===== src/rtl/rx_packet_ctrl.sv =====
// rx_packet_ctrl: receive-side packet framer: SYNC hunt, PID check, LSB-first byte assembly,
// EOP qualification and one-cycle done/error reporting.
module rx_packet_ctrl (
  input  logic       clock,
  input  logic       reset_n,
  input  logic       raw_bit,
  input  logic       raw_valid,
  input  logic       in_bit,
  input  logic       bit_valid,
  input  logic       se0,
  output logic       rx_en,
  output logic [7:0] byte_out,
  output logic       byte_valid,
  output logic       pid_valid,
  output logic [6:0] byte_cnt,
  output logic       pkt_done,
  output logic       pkt_err,
  output logic [1:0] err_code
);
  typedef enum logic [2:0] {HUNT, PID, DATA, EOP, DONE, ERR} state_t;
  state_t r_state, w_next;
  logic [7:0] r_sync, r_shift, r_byte_out, w_byte;
  logic [6:0] r_byte_cnt;
  logic [2:0] r_bit_cnt;
  logic [1:0] r_eop_cnt, r_err_code, w_err;
  logic r_byte_valid, r_pid_valid;
  logic w_shift, w_byte_done, w_pid_ok, w_accept;
  assign w_byte      = {in_bit, r_shift[7:1]};
  assign w_shift     = (r_state == PID || r_state == DATA) && bit_valid && !se0;
  assign w_byte_done = w_shift && r_bit_cnt == 3'd7;
  assign w_pid_ok    = w_byte[3:0] == ~w_byte[7:4];
  always_comb begin
    w_next   = r_state;
    w_err    = 2'd0;
    w_accept = 1'b0;
    case (r_state)
      HUNT: w_next = (r_sync == 8'h80) ? PID : HUNT;
      PID, DATA:
        if (se0) begin
          // a clean EOP needs byte alignment and at least one payload byte after the PID
          w_next = (r_state == DATA && r_bit_cnt == 3'd0 && r_byte_cnt >= 7'd2) ? EOP : ERR;
          w_err  = 2'd1;
        end else if (w_byte_done) begin
          if (r_state == PID) begin
            w_next = w_pid_ok ? DATA : ERR;
            w_err  = 2'd0;
          end else begin
            w_next = (r_byte_cnt >= 7'd67) ? ERR : DATA;
            w_err  = 2'd3;
          end
          w_accept = w_next != ERR;
        end
      EOP: begin
        w_next = se0 ? ((r_eop_cnt == 2'd3) ? ERR : EOP) : ((r_eop_cnt >= 2'd2) ? DONE : ERR);
        w_err  = 2'd2;
      end
      default: w_next = HUNT;
    endcase
  end
  always_ff @(posedge clock or negedge reset_n) begin
    if (!reset_n) begin
      r_state      <= HUNT;
      r_sync       <= 8'h00;
      r_shift      <= 8'h00;
      r_byte_out   <= 8'h00;
      r_byte_cnt   <= 7'd0;
      r_bit_cnt    <= 3'd0;
      r_eop_cnt    <= 2'd0;
      r_err_code   <= 2'd0;
      r_byte_valid <= 1'b0;
      r_pid_valid  <= 1'b0;
    end else begin
      r_state      <= w_next;
      r_byte_valid <= w_accept;
      r_pid_valid  <= w_accept && r_state == PID;
      r_eop_cnt    <= (r_state == EOP) ? r_eop_cnt + 2'd1 : 2'd1;
      if (w_next == ERR) r_err_code <= w_err;
      if (r_state == HUNT && raw_valid) r_sync <= {raw_bit, r_sync[7:1]};
      if (w_shift) begin
        r_shift   <= w_byte;
        r_bit_cnt <= r_bit_cnt + 3'd1;
      end
      if (w_accept) begin
        r_byte_out <= w_byte;
        r_byte_cnt <= r_byte_cnt + 7'(r_byte_cnt != 7'h7f);
      end
      if (r_state == HUNT && w_next == PID) r_byte_cnt <= 7'd0;
      if (r_state == DONE || r_state == ERR) begin
        r_sync    <= 8'h00;
        r_shift   <= 8'h00;
        r_bit_cnt <= 3'd0;
      end
    end
  end
  assign rx_en      = r_state == PID || r_state == DATA;
  assign byte_out   = r_byte_out;
  assign byte_valid = r_byte_valid;
  assign pid_valid  = r_pid_valid;
  assign byte_cnt   = r_byte_cnt;
  assign pkt_done   = r_state == DONE;
  assign pkt_err    = r_state == ERR;
  assign err_code   = r_err_code;
endmodule


===== config.mk =====
export PLATFORM = sky130hd
export DESIGN_NAME = rx_packet_ctrl
export DESIGN_NICKNAME = d
export VERILOG_FILES = /design/src/rtl/rx_packet_ctrl.sv
export SDC_FILE = /design/constraint.sdc
export NUM_CORES = 1
export LEC_CHECK = 0
export CAP_MARGIN = 20
export CORE_AREA = 2 2 71 73
export DETAILED_ROUTE_END_ITERATION = 10
export DIE_AREA = 0 0 73 75
export PLACE_DENSITY = 0.66
export SLEW_MARGIN = 20
export SYNTH_ARGS = -nofsm -noshare
export SYNTH_HDL_FRONTEND = slang
export SYNTH_SLANG_ARGS = --single-unit
export TNS_END_PERCENT = 5

===== constraint.sdc =====
create_clock -name clock -period 6.4 [get_ports clock]
set_input_delay 1.28 -clock clock [delete_from_list [all_inputs] [get_ports clock]]
set_output_delay 1.28 -clock clock [all_outputs]
set_load 0.005 [all_outputs]

==> results.toml <==
[die]
die-height_um = 75
io-pin-count = 29
initial_core_util_pct = 44.08
die-area_sq_um = 5475
fp-row-count = 25
die_x_um = 73
core_sq_um = 4661

[flow_run]
drv_cap = 0

[final_layout]
final_cell_mix = "nand2_1 (46), dfrtp_1 (42), clkdlybuf4s50_1 (27), o21ai_0 (11), a21oi_1 (10)"
drive_gt1_share_pct = 10.78
syn_to_final_growth_pct = 19.43
layout_commonest_cell = "nand2_1"
fin_cells = 286
multi_input_area_sq_um = 938.4
antennaDiodeCount = 0
nets = 244
layout.area.seq_sq_um = 1051
fillers = 426
fin_util_pct = 52.64

[critical_path]
worst_setup_path_start_kind = "register"
reg2reg_setup_slack_ns = 4.14
slowest_stage = "nor2_1"
critPathMaxStageDelay_ns = 0.57
path_class = "register to output pin"
crit_path_max_fanout = 10
crit_arrival_ns = 2.10
end_kind = "output pin"
cp_data_required_time_ns = 5.12
path_cells = "inv_1, nor2_1, and2_1, clkdlybuf4s50_1"

[sta]
fin_crit_sh_pct = 52.81
fin_skew_ns = 0.005428
setup_tns_ns = 0
layout_min_cycle_time_ns = 3.380
fmax_ghz = 0.2959
setup_viol = 0
slew-limit-headroom_pct = 37.51
rsz0062_at_grt = "false"
slew_viol_final = 0
worst_slew_pin_slew_ns = 0.9332
final_hold_viol_count = 0
hold_ws_ns = 0.4442

[clock_network]
clockRootBuffer = "clkbuf_8"
hold_buffers = 0
cts_tree = "done"
cts.sinks = 42
cts_max_level = 2
cts_buffers = 5
ctsResizeCount = 0
cts_post_setup_buffers_inserted = 0
clock_path_buffers = 2
clk_latency_ns = 0.29
cts.clk_slew.worst_paths_ns = 0.07

[placed_design]
io_buffers = 28
dp_hpwl_mm = 2.731
placedCellCount = 278
gp_congestion = 0.7310

[drt]
wl_mm = 3.963
drc_errors = 0
vias = 1523
firstDrtPassIters = 4
drtAntennaViolNets = 0
routedWlPerCell_um = 13.86
drt_iter0_markers = 158
drt-vias-per-instance = 5.325

[yosys]
synth_top_area_share_pct = 51.16
synth_nets = 217
postSynthCellCount = 204
synth_seq_cells = 42
syn_avg_cell_area_sq_um = 10.07
synth-seq-area-share_pct = 51.16
async_flop_share_pct = 100.0
syn_area_sq_um = 2054
synth_top_area_cell = "dfrtp_1"
yosysUniqueCellTypes = 46
synth_edf_count = 0
yosysWarnings = 0
ys.flop_type = "dfrtp_1"
synth.area.top_cells = "dfrtp_1 (51%), nand2_1 (8.4%), mux2_2 (4.4%), ha_1 (3.7%), mux2i_1 (3.4%)"

[outcome]
status = "completed"

[global_route]
grt_pass1_wl_mm = 6.782
grt_start_max_net_pins = 43
grt_pass1_vias = 1419
track_usage_pct = 16.09
antenna_found_initial = 0
grt_overflow = 0

[power]
p_per_area_nw_per_um2 = 307.2
power_switching_uw = 252.9
p_int_uw = 500.8
p_clk_share_pct = 22.8
ir_worst_vdd_v = 0.0001625
p_leak_uw = 0.001151
p_sw_share_pct = 33.55
pwr-share-seq_pct = 48.7
comb_power_share_pct = 28.5
finalPower_uw = 753.7

[worst_hold_path]
hold_class = "register to register"
[synth_stat cells, types with 3 or more instances]
library cell,count
a21oi_1,10
and2_1,4
and3_1,4
clkbuf_1,6
dfrtp_1,42
ha_1,6
inv_1,8
mux2_2,8
mux2i_1,7
nand2_1,46
nand2b_1,3
nor2_1,7
nor3_1,3
o21ai_0,11
xor2_1,5
[metrics by stage]
stage	area, sq um	worst slack (ns)
2_1_floorplan	2054	3.771
3_3_place_gp	2362	3.046
3_5_place_dp	2362	2.999
4_1_cts	2454	2.986
5_1_grt	2454	2.858
6_report	2454	3.020
[layout make-up]
type	count	share of cell area [%]
flip-flops and latches	42	42.84
well taps	54	2.754
repair buffers	28	11.22
clock buffers	7	3.519
inverters	8	1.224
multi-input cells	146	38.25
clock inverters	1	0.2040
[path summary, 6_finish.rpt]
check	from	endpoint	depth (start not counted)
worst max register to register	r_state[0]$_DFF_PN0_	byte_cnt[2]$_DFFE_PN0P_	5
min in group asynchronous	reset_n	byte_valid$_DFF_PN0_	1
worst min-delay path	r_eop_cnt[0]$_DFF_PN0_	r_eop_cnt[0]$_DFF_PN0_	1
worst max-delay path	r_state[2]$_DFF_PN0_	pkt_err	4
worst min register to register	r_eop_cnt[0]$_DFF_PN0_	r_eop_cnt[0]$_DFF_PN0_	1
max in group asynchronous	reset_n	r_sync[0]$_DFFE_PN0P_	1
[power groups by stage]
stage	Clock, uW	Combinational, uW	Sequential [uW]
after detailed placement	0	217	371
final	172	215	367
after CTS	178	218	366
after global placement	0	214	372
after floorplan	0	147	355
after global routing	189	243	377
[registers in the layout (all words and copies together), names as in the netlist]
signal      count
r_bit_cnt       3
byte_out        8
pid_valid       1
r_sync          8
r_eop_cnt       2
byte_valid      1
r_shift         7
byte_cnt        7
r_state         3
err_code        2
[layer usage]
| metal | track usage (%) | vias up | part of all wire, % |
|---|---|---|---|
| li1 | - | 755 | - |
| met3 | 3.882 | 6 | 4.0 |
| met5 | 0 | - | 0 |
| met2 | 23.42 | 27 | 44 |
| met4 | 5.556 | 0 | 1.5 |
| met1 | 23.55 | 735 | 50 |
[cells by family after synthesis]
kind of cell / synth area share (%)
adders and majority gates: 3.654
DFF: 51.16
AOI/OAI and AO/OA: 10.48
muxes: 7.796
xor gates and xnor gates: 2.558
buffers and inverters: 3.167
and+or+nand+nor: 21.19
[worst max-delay path: cells and delay by family, from the launching register on]
| kind | cells | cell delay (ns) |
|---|---|---|
| buffers and inverters | 2 | 0.60 |
| flip-flops | 1 | 0.43 |
| AND/OR/NAND/NOR | 2 | 0.79 |
(Power assumes the default switching activity.)
